==> config.mk <==
export PLATFORM = sky130hd
export DESIGN_NAME = keypad_scanner_flat
export DESIGN_NICKNAME = d
export VERILOG_FILES = /design/src/rtl/keypad_pkg.sv /design/src/rtl/keypad_scanner_if.sv /design/src/rtl/keypad_debounce.sv /design/src/rtl/keypad_scanner.sv /design/src/flat_wrapper.sv
export SDC_FILE = /design/constraint.sdc
export NUM_CORES = 1
export LEC_CHECK = 0
export CAP_MARGIN = 15
export CORE_MARGIN = 2
export CORE_UTILIZATION = 60
export DETAILED_ROUTE_END_ITERATION = 10
export PLACE_DENSITY_LB_ADDON = 0.1
export SYNTH_ARGS = -nofsm -noshare
export SYNTH_HDL_FRONTEND = slang
export SYNTH_SLANG_ARGS = --single-unit
==> constraint.sdc <==
create_clock -name clk -period 3.1 [get_ports clk]
set_clock_uncertainty 0.05 [all_clocks]
set_input_delay 0.465 -clock clk [delete_from_list [all_inputs] [get_ports clk]]
set_output_delay 0.465 -clock clk [all_outputs]
set_load 0.05 [all_outputs]
==> src/rtl/keypad_pkg.sv <==
//==============================================================================
// Module   : keypad_pkg
// Brief    : Shared FSM state type, fixed keymap and key-code constants for
//            the 4x4 keypad scanner.
// Revision : 1.0 - initial release
//==============================================================================
`default_nettype none

package keypad_pkg;

    typedef enum logic [1:0] {
        ST_SCAN     = 2'd0,
        ST_DEBOUNCE = 2'd1,
        ST_HELD     = 2'd2,
        ST_RELEASE  = 2'd3
    } keypad_state_e;

    localparam logic [3:0] c_key_star = 4'hE;
    localparam logic [3:0] c_key_hash = 4'hF;

    // Indexed by {row, col}; row 0 is the top row of the pad.
    localparam logic [3:0] c_keymap [16] = '{
        4'h1,       4'h2, 4'h3,       4'hA,
        4'h4,       4'h5, 4'h6,       4'hB,
        4'h7,       4'h8, 4'h9,       4'hC,
        c_key_star, 4'h0, c_key_hash, 4'hD
    };

    function automatic logic [1:0] lowest_low_row(input logic [3:0] rows);
        logic [1:0] idx;
        idx = 2'd0;
        for (int i = 3; i >= 0; i--) begin
            if (!rows[i]) idx = 2'(i);
        end
        return idx;
    endfunction

endpackage

`default_nettype wire

==> src/rtl/keypad_scanner_if.sv <==
//==============================================================================
// Module   : keypad_scanner_if
// Brief    : Keypad matrix pins and decoded key outputs of the scanner.
// Revision : 1.0 - initial release
//==============================================================================
`default_nettype none

interface keypad_scanner_if;
    logic [3:0] row_in;
    logic [3:0] col_out;
    logic [3:0] key_code;
    logic       key_valid;
    logic       key_held;

    modport master (
        input  row_in,
        output col_out,
        output key_code,
        output key_valid,
        output key_held
    );

    modport slave (
        output row_in,
        input  col_out,
        input  key_code,
        input  key_valid,
        input  key_held
    );
endinterface

`default_nettype wire

==> src/rtl/keypad_debounce.sv <==
//==============================================================================
// Module   : keypad_debounce
// Brief    : Counts consecutive row samples matching a masked reference;
//            shared by press and release qualification.
// Revision : 1.0 - initial release
//==============================================================================
`default_nettype none

module keypad_debounce #(
    parameter int DEBOUNCE_CNT = 16
) (
    input  wire logic       clk,
    input  wire logic       rst_n,
    input  wire logic       i_clear,
    input  wire logic       i_start,
    input  wire logic       i_sample_en,
    input  wire logic [3:0] i_sample,
    input  wire logic [3:0] i_ref_pattern,
    input  wire logic [3:0] i_mask,
    output logic            o_done,
    output logic            o_mismatch
);

    localparam int c_cnt_w = $clog2(DEBOUNCE_CNT + 1);
    localparam logic [c_cnt_w-1:0] c_cnt_max  = c_cnt_w'(DEBOUNCE_CNT);
    localparam logic [c_cnt_w-1:0] c_cnt_last = c_cnt_w'(DEBOUNCE_CNT - 1);

    logic [c_cnt_w-1:0] r_cnt;
    logic               w_match;

    assign w_match    = ((i_sample ^ i_ref_pattern) & i_mask) == 4'h0;
    assign o_done     = i_sample_en && w_match && (r_cnt >= c_cnt_last);
    assign o_mismatch = i_sample_en && !w_match;

    // The sample that triggers a start is itself the first matching one.
    always_ff @(posedge clk) begin
        if (!rst_n || i_clear) begin
            r_cnt <= '0;
        end else if (i_start) begin
            r_cnt <= c_cnt_w'(1);
        end else if (i_sample_en) begin
            if (!w_match)                r_cnt <= '0;
            else if (r_cnt >= c_cnt_max) r_cnt <= c_cnt_max;
            else                         r_cnt <= r_cnt + c_cnt_w'(1);
        end
    end

endmodule

`default_nettype wire

==> src/rtl/keypad_scanner.sv <==
//==============================================================================
// Module   : keypad_scanner
// Brief    : 4x4 matrix keypad scanner with two-flop row sync, debounced
//            press/release and single-key lockout. Define KEYPAD_REPEAT_EN
//            for auto-repeat strobes while a key is held.
// Revision : 1.0 - initial release
//==============================================================================
`default_nettype none

module keypad_scanner
    import keypad_pkg::*;
#(
    parameter int SCAN_DIV      = 1000,
    parameter int DEBOUNCE_CNT  = 16,
    parameter int REPEAT_DELAY  = 400,
    parameter int REPEAT_PERIOD = 100
) (
    input  wire logic        clk,
    input  wire logic        rst_n,
    keypad_scanner_if.master kp
);

    localparam int c_div_w = (SCAN_DIV > 1) ? $clog2(SCAN_DIV) : 1;
    localparam logic [c_div_w-1:0] c_div_last = c_div_w'(SCAN_DIV - 1);

    if (SCAN_DIV < 1 || DEBOUNCE_CNT < 1 || REPEAT_DELAY < 1 || REPEAT_PERIOD < 1) begin : g_param_check
        $error("keypad_scanner: all timing parameters must be at least 1");
    end

    keypad_state_e      r_state, w_state_next;
    logic [3:0]         r_row_s1, r_row_s2;
    logic [c_div_w-1:0] r_div_cnt;
    logic [1:0]         r_col, r_row_lat;
    logic [3:0]         r_pat, r_key_code;
    logic               r_key_valid;

    logic [3:0] w_sample, w_db_ref, w_db_mask;
    logic       w_tick, w_latch, w_advance, w_accept, w_repeat;
    logic       w_db_clear, w_db_start, w_db_en, w_db_done, w_db_mismatch;

    assign w_sample = r_row_s2;
    assign w_tick   = (r_div_cnt == c_div_last);

    assign w_db_en   = w_tick && (r_state == ST_DEBOUNCE || r_state == ST_RELEASE);
    assign w_db_ref  = (r_state == ST_RELEASE) ? 4'hF : r_pat;
    assign w_db_mask = (r_state == ST_RELEASE) ? (4'b0001 << r_row_lat) : 4'hF;

    keypad_debounce #(
        .DEBOUNCE_CNT (DEBOUNCE_CNT)
    ) u_debounce (
        .clk           (clk),
        .rst_n         (rst_n),
        .i_clear       (w_db_clear),
        .i_start       (w_db_start),
        .i_sample_en   (w_db_en),
        .i_sample      (w_sample),
        .i_ref_pattern (w_db_ref),
        .i_mask        (w_db_mask),
        .o_done        (w_db_done),
        .o_mismatch    (w_db_mismatch)
    );

    always_ff @(posedge clk) begin
        if (!rst_n) r_state <= ST_SCAN;
        else        r_state <= w_state_next;
    end

    // Column stays frozen outside SCAN; it only steps on an idle sample or
    // after a completed release. An aborted press re-scans the same column.
    always_comb begin
        w_state_next = r_state;
        w_latch      = 1'b0;
        w_advance    = 1'b0;
        w_accept     = 1'b0;
        w_db_clear   = 1'b0;
        w_db_start   = 1'b0;
        unique case (r_state)
            ST_SCAN: begin
                w_db_clear = 1'b1;
                if (w_tick) begin
                    if (w_sample != 4'hF) begin
                        w_state_next = ST_DEBOUNCE;
                        w_latch      = 1'b1;
                        w_db_clear   = 1'b0;
                        w_db_start   = 1'b1;
                    end else begin
                        w_advance = 1'b1;
                    end
                end
            end
            ST_DEBOUNCE: begin
                if (w_db_mismatch) begin
                    w_state_next = ST_SCAN;
                end else if (w_db_done) begin
                    w_state_next = ST_HELD;
                    w_accept     = 1'b1;
                end
            end
            ST_HELD: begin
                w_db_clear = 1'b1;
                if (w_tick && w_sample[r_row_lat]) begin
                    w_state_next = ST_RELEASE;
                    w_db_clear   = 1'b0;
                    w_db_start   = 1'b1;
                end
            end
            ST_RELEASE: begin
                if (w_db_mismatch) begin
                    w_state_next = ST_HELD;
                end else if (w_db_done) begin
                    w_state_next = ST_SCAN;
                    w_advance    = 1'b1;
                end
            end
            default: w_state_next = ST_SCAN;
        endcase
    end

    always_ff @(posedge clk) begin
        if (!rst_n) begin
            r_row_s1    <= 4'hF;
            r_row_s2    <= 4'hF;
            r_div_cnt   <= '0;
            r_col       <= 2'd0;
            r_row_lat   <= 2'd0;
            r_pat       <= 4'hF;
            r_key_code  <= 4'h0;
            r_key_valid <= 1'b0;
        end else begin
            r_row_s1    <= kp.row_in;
            r_row_s2    <= r_row_s1;
            r_div_cnt   <= w_tick ? '0 : r_div_cnt + c_div_w'(1);
            r_key_valid <= w_accept | w_repeat;
            if (w_latch) begin
                r_pat     <= w_sample;
                r_row_lat <= lowest_low_row(w_sample);
            end
            if (w_advance) r_col <= r_col + 2'd1;
            if (w_accept)  r_key_code <= c_keymap[{r_row_lat, r_col}];
        end
    end

`ifdef KEYPAD_REPEAT_EN
    localparam int c_rep_max = (REPEAT_DELAY > REPEAT_PERIOD) ? REPEAT_DELAY : REPEAT_PERIOD;
    localparam int c_rep_w   = $clog2(c_rep_max + 1);

    logic [c_rep_w-1:0] r_rep_cnt;
    logic               r_rep_armed;
    logic               w_rep_hit, w_rep_step;

    assign w_rep_step = (r_state == ST_HELD) && w_tick && !w_sample[r_row_lat];
    assign w_rep_hit  = r_rep_armed ? (r_rep_cnt == c_rep_w'(REPEAT_PERIOD - 1))
                                    : (r_rep_cnt == c_rep_w'(REPEAT_DELAY - 1));
    assign w_repeat   = w_rep_step && w_rep_hit;

    // Cleared whenever not in HELD, so a bounce through RELEASE restarts the delay.
    always_ff @(posedge clk) begin
        if (!rst_n || r_state != ST_HELD) begin
            r_rep_cnt   <= '0;
            r_rep_armed <= 1'b0;
        end else if (w_rep_step) begin
            if (w_rep_hit) begin
                r_rep_cnt   <= '0;
                r_rep_armed <= 1'b1;
            end else begin
                r_rep_cnt <= r_rep_cnt + c_rep_w'(1);
            end
        end
    end
`else
    assign w_repeat = 1'b0;
`endif

    assign kp.col_out   = ~(4'b0001 << r_col);
    assign kp.key_code  = r_key_code;
    assign kp.key_valid = r_key_valid;
    assign kp.key_held  = (r_state == ST_HELD) || (r_state == ST_RELEASE);

endmodule

`default_nettype wire

==> src/flat_wrapper.sv <==
// flat-port wrapper written by rule: the top's interface ports become plain ports
module keypad_scanner_flat import keypad_pkg::*;
#(
    parameter int SCAN_DIV      = 1000,
    parameter int DEBOUNCE_CNT  = 16,
    parameter int REPEAT_DELAY  = 400,
    parameter int REPEAT_PERIOD = 100
)
  (clk, rst_n, kp_row_in, kp_col_out, kp_key_code, kp_key_valid, kp_key_held);
  keypad_scanner_if kp_i ();
  input  wire logic clk;
  input  wire logic rst_n;
  input wire logic [$bits(kp_i.row_in)-1:0] kp_row_in;
  output wire logic [$bits(kp_i.col_out)-1:0] kp_col_out;
  output wire logic [$bits(kp_i.key_code)-1:0] kp_key_code;
  output wire logic [$bits(kp_i.key_valid)-1:0] kp_key_valid;
  output wire logic [$bits(kp_i.key_held)-1:0] kp_key_held;
  assign kp_i.row_in = kp_row_in;
  assign kp_col_out = kp_i.col_out;
  assign kp_key_code = kp_i.key_code;
  assign kp_key_valid = kp_i.key_valid;
  assign kp_key_held = kp_i.key_held;
  keypad_scanner #(.SCAN_DIV(SCAN_DIV), .DEBOUNCE_CNT(DEBOUNCE_CNT), .REPEAT_DELAY(REPEAT_DELAY), .REPEAT_PERIOD(REPEAT_PERIOD)) u_core (.clk(clk), .rst_n(rst_n), .kp(kp_i));
endmodule
==> results.json <==
{
  "cp.required_ns": 2.58,
  "slew_viol_final": 0,
  "setup_viol": 0,
  "syn_to_final_growth_pct": 14.7,
  "post-cts-setup-buffers": 0,
  "synth_area_leaders": "dfxtp_1 (39%), ha_1 (8.3%), nor2_1 (4.8%)",
  "grt_util_all_layers_pct": 23.1,
  "numCtsBuffers": 5,
  "fin_crit_sh_pct": 84.4,
  "cts_hold_buf": 0,
  "gp_congestion": 0.842,
  "drc": 0,
  "min_period_ns": 2.62,
  "drtIter0Drc": 110,
  "dp_hpwl_um": 2760,
  "diodes": 0,
  "design_power_total_w": 0.000989,
  "nNetsFinal": 262,
  "synthCells": 228,
  "yosys.area.top_type_share_pct": 39.0,
  "rsz0062_at_grt": "false",
  "grt_pass1_wl_um": 6510,
  "crit_path_end_kind": "output pin",
  "peakVddDrop_mv": 0.275,
  "rr_startpoint": "u_core.r_div_cnt[0]",
  "ff2ff_path_depth": 7,
  "final_core_util_pct": 72.7,
  "cts.repair.resized": 0,
  "grt_overflow": 0,
  "hold_viol_final": 0,
  "ys_seq_area_share_pct": 39.0,
  "start_kind": "flop",
  "min_path_cells": 1,
  "clk_pin_slew_ns": 0.12,
  "cts-root-buf": "clkbuf_4",
  "worstMarginPinSlew_ns": 0.528,
  "clock_latency_ns": 0.34,
  "timing.slew.headroom_pct": 64.7,
  "final_antenna_net_count": 0,
  "wl_per_cell_um": 13.3,
  "start_util_pct": 63.4,
  "cts_tree": "yes",
  "viasPerCell": 5.80,
  "setup_tns_ns": 0,
  "rows": 20,
  "most-common-layout-cells": "dfxtp_1 (38), nor2_1 (25), nand2_1 (16)",
  "critical_path.max_fanout": 11,
  "die_w_um": 61.0,
  "synthArstFlopShare_pct": 0,
  "syn-num-nets": 247,
  "core_um2": 3080,
  "yosys_register_bits": 38,
  "grt_max_degree": 21,
  "arrival_ns": 2.10,
  "die_area_um2": 3730,
  "drt_wl_total_um": 3820,
  "critPathLaunch": "u_core.r_state[1]",
  "r2r_setup_slack_ns": 0.60,
  "synth_edf_count": 0,
  "synth_top_area_cell": "dfxtp_1",
  "portBuffers": 15,
  "hp-class": "reg2reg",
  "status": "finished clean",
  "grt_pass1_vias": 1518,
  "crit_type": "reg2out",
  "syn_area_um2": 1950,
  "die_h_um": 61.0,
  "synthDistinctLibCells": 40,
  "dp.cells": 280,
  "drv_cap": 0,
  "p_leak_nw": 0.886,
  "power_density_nw_per_um2": 442,
  "synth_area_per_cell_um2": 8.56,
  "num_vias": 1669,
  "pre_cts_slack_ns": 0.607,
  "final_cells": 288,
  "cts_buffer_depth": 2,
  "fmax_mhz": 382,
  "cts_sinks": 38,
  "ys.flop_type": "dfxtp_1",
  "yosysWarnings": 0,
  "io_pins": 16,
  "drt-pass1-iter-count": 4,
  "htreeDepth": 2,
  "worst_slack_ns": 0.483,
  "drive_gt1_share_pct": 5.33,
  "min_from": "u_core.r_row_s1[3]",
  "antenna_found_initial": 0,
  "final_common_cell": "dfxtp_1"
}
[area by class of cell]
cell class,count,area [um2]
clock buffers,5,37.5
clock inverters,3,68.8
fillers,251,840
inverters,15,56.3
multi-input cells,167,1100
flip-flops and latches,38,761
well taps,44,55.1
repair buffers,16,158
[cells by family after synthesis]
| logic type | synth area share [%] |
|---|---|
| adder cells (fa/ha/maj) | 8.33 |
| buffers and inverters | 4.55 |
| multiplexers | 5.77 |
| AO/OA/AOI/OAI | 11.8 |
| XOR/XNOR | 3.14 |
| flip-flops | 39.0 |
| AND/OR/NAND/NOR | 27.4 |
[path summary, 6_finish.rpt]
| check | end |
|---|---|
| max | kp_key_held |
| min | u_core.r_row_s2[3] |
| max reg2reg | u_core.kp.key_code[2] |
| min reg2reg | u_core.r_row_s2[3] |
[flip-flops by register name, summed over array words and instances, names as in the netlist]
name / count
u_core.r_row_lat: 2
u_core.r_row_s2: 4
u_core.u_debounce.r_cnt: 5
u_core.kp.key_valid: 1
u_core.r_col: 2
u_core.r_state: 2
u_core.r_pat: 4
u_core.r_div_cnt: 10
u_core.r_row_s1: 4
u_core.kp.key_code: 4
[synth_stat cells, drive strengths merged (2+ instances only)]
master,n
and3,6
nor4,3
nand2b,12
a22oi,2
ha,13
or3,3
xor2,6
clkbuf,6
nand4,6
mux2i,9
nand2,16
nor2b,5
or2,2
o22ai,4
dfxtp,38
o21ai,4
buf,2
and4,2
a2bb2oi,2
nand3,11
a21oi,11
nor3,6
nand3b,4
nor2,25
a211oi,3
inv,15
[worst max-delay path, cell delays in order (launching register included)]
cell,delay [ns]
dfxtp_1,0.40
ha_1,0.39
nor2_1,0.11
inv_1,0.07
clkdlybuf4s50_1,0.79
[metrics by stage]
step | cell area [um2] | hold WS, ns
floorplan | 1950 | 0.336
global placement | 2130 | 0.339
detailed placement | 2130 | 0.345
CTS | 2240 | 0.373
global route | 2240 | 0.383
finish | 2240 | 0.370
[per-layer routing]
metal  share of wire, %  global-route usage [%]
met1                 45                    28.3
met2                 51                    40.9
met3                3.9                    4.62
met4               0.79                    6.83
met5                  0                       0
[where the power goes]
group	leakage, nW	switching (W)	internal [W]
registers	0.309	0.00000933	0.000498
clock network	0.0554	0.000170	0.000252
logic	0.521	0.0000328	0.0000270
No activity file was read; power rests on OpenSTA's default activity.
==> edit, RTL diff (same flow settings) <==
The option `KEYPAD_REPEAT_EN` is turned on by a define.
--- a/src/rtl/keypad_scanner.sv
+++ b/src/rtl/keypad_scanner.sv
@@ -6,6 +6,8 @@
 // Revision : 1.0 - initial release
 //==============================================================================
 `default_nettype none
+
+`define KEYPAD_REPEAT_EN
 
 module keypad_scanner
     import keypad_pkg::*;
Behaviour: same outputs for any inputs over 10 cycles, from zero or initial values and one cycle with rst_n low; that may be too few to reach the edited logic, so the function may still have changed.
==> edit against the unedited design <==
Area after synthesis increased by 25%. Maximum frequency decreased by 1.2%. Cell area increased by 21%. Critical path depth unchanged. Power increased by 14%. Non-clock buffer count increased by 1. Sequential cell count increased by 10. Sequential share of layout area increased by 1.6 points. Highest routed layer unchanged. Worst setup slack got worse by 0.033 ns. First-iteration DRC count increased by 7.3%. Routed wire length increased by 20%.
==> edit: results (changes against the unedited design) <==
| Metric | Value |
|---|---|
| Largest net degree at the start of global routing | `24 (was 21)` |
| Worst-case vdd ir drop | `0.277 mV (was 0.275 mV)` |
| Leading post-synthesis cells by cell area | `dfxtp_1, ha_1, xnor2_1, nor2_1, nand2_1 (was dfxtp_1, ha_1, nor2_1, mux2i_1, nand2b_1)` |
| Reg2Reg Launch Point | `u_core.r_row_lat[0] (was u_core.r_div_cnt[0])` |
| Gpl congestion | `0.786 (was 0.842)` |
| Worst Hold End | `u_core.r_row_s2[3] (unchanged)` |
| Distinct cells, synth | `54 (was 40)` |
| Clk_lat worst skew | `0.31 ns (was 0.34 ns)` |
| Vias in the first global route | `1795 (was 1518)` |
| R2R depth | `5 (was 7)` |
| Post-CTS Resized | `0 (unchanged)` |
| Drt total wl | `4600 um (was 3820 um)` |
| Hold Crit Class | `reg -> reg (unchanged)` |
| P_leak | `0.00103 uW (was 0.000886 uW)` |
| Reg2Reg Setup Slack | `0.79 ns (was 0.60 ns)` |
| Slew @ Worst Pin | `1.03 ns (was 0.528 ns)` |
| Worst path arrival time | `2.13 ns (was 2.10 ns)` |
| Final #Nets | `312 (was 262)` |
| DRT iter0 DRCs | `118 (was 110)` |
| Reg clk slew, reported paths | `0.09 ns (was 0.12 ns)` |
| Max clock buf depth | `2 (unchanged)` |
| Async set-reset flop share out of synthesis | `0% (unchanged)` |
| WHS | `0.366 ns (was 0.370 ns)` |
| Port bufs | `15 (unchanged)` |
| # fillers | `343 (was 251)` |
| First-pass GRT wire length | `7820 um (was 6510 um)` |
| Largest registers | `u_core.r_div_cnt x10, u_core.r_rep_cnt x9, u_core.u_debounce.r_cnt x5 (was u_core.r_div_cnt x10, u_core.u_debounce.r_cnt x5)` |
| Register area share after synthesis | `39.3% (was 39.0%)` |
| Root Buffer | `clkbuf_8 (was clkbuf_4)` |
| Crit-path max FO | `12 (was 11)` |
| Hold Crit Depth | `1 (unchanged)` |
| 1st-pass router iterations | `4 (unchanged)` |
| Top cells by count, synth | `dfxtp_1, nor2_1, nand2_1 (unchanged)` |
| Post-DP HPWL | `3350 um (was 2760 um)` |
| Post-Syn Instances | `279 (was 228)` |
| Clock buffer count from CTS | `5 (unchanged)` |
| Syn nets | `299 (was 247)` |
| Setup bufs post-CTS | `0 (unchanged)` |
| Critical path startpoint | `u_core.r_state[0] (was u_core.r_state[1])` |
| Crit path to | `kp_key_held (unchanged)` |
| Placed Instance Area | `0.00260 mm^2 (was 0.00213 mm^2)` |
| Antenna cell count | `0 (unchanged)` |
| CTS HTree Levels | `2 (unchanged)` |
| Status | `completed (unchanged)` |
| Initial antenna violation count | `0 (unchanged)` |
| GRT Resource Usage Total | `22.9% (was 23.1%)` |
| Yosys warning count | `0 (unchanged)` |
| Non-Filler Instances | `343 (was 288)` |
| Share of layout cells above drive strength 1 | `5.80% (was 5.33%)` |
| R2R Path End | `u_core.r_rep_cnt[1] (was u_core.kp.key_code[2])` |
| Vias per cell | `5.75 (was 5.80)` |
| HP Start | `u_core.r_row_s1[3] (unchanged)` |
==> edit: cell count changes after synthesis, moves of 4 or more <==
cell	delta
nor2_1	+4
and3_1	+6
dfxtp_1	+10
nand2_1	+7
xnor2_1	+12
mux2i_1	-4
nand3_1	+5
nor2b_1	-4
==> edit: worst max-delay path: stages, from the launching register on <==
cell,delay [ns]
dfxtp_1,0.37
inv_1,0.08
ha_1,0.34
or2_2,0.34
clkdlybuf4s50_1,0.70
==> edit: routing by layer <==
metal	vias up	GRT usage [%]	part of all wire, %
met2	30	38.7	48
met3	11	6.17	3.5
li1	1009	-	-
met1	923	27.0	46
met5	-	0	0
met4	0	10.3	1.9
==> edit: where the power goes <==
part / total [uW] / internal (uW) / switching [uW]
clock network: 392 / 182 / 210
registers: 637 / 628 / 9.41
logic: 99.4 / 43.2 / 56.3
total: 1130 / 853 / 275
==> edit: per-stage QoR <==
stage                     worst slack, ns  util, %
after floorplan                      1.10        -
final                               0.450     67.9
after CTS                           0.428     67.9
after global placement              0.799     65.5
after detailed placement            0.771     65.5
after global routing                0.319     67.9
==> edit: area by class of cell <==
| cell class | count | area, um^2 | area share (%) |
|---|---|---|---|
| multi-input combinational | 203 | 1350 | 50.0 |
| clock inverter | 2 | 13.8 | 0.510 |
| sequential | 48 | 961 | 35.6 |
| timing repair buffer | 17 | 165 | 6.12 |
| clock buffer | 6 | 82.6 | 3.06 |
| inverter | 17 | 63.8 | 2.37 |
| tap | 50 | 62.6 | 2.32 |
==> edit: kinds of logic after synthesis <==
logic type	Yosys count	synth area share, %
AO/OA/AOI/OAI	48	13.6
XOR/XNOR	19	6.81
adder cells (fa/ha/maj)	14	7.17
buffers and inverters	28	5.43
flip-flops	48	39.3
multiplexers	6	2.97
AND/OR/NAND/NOR	116	24.6
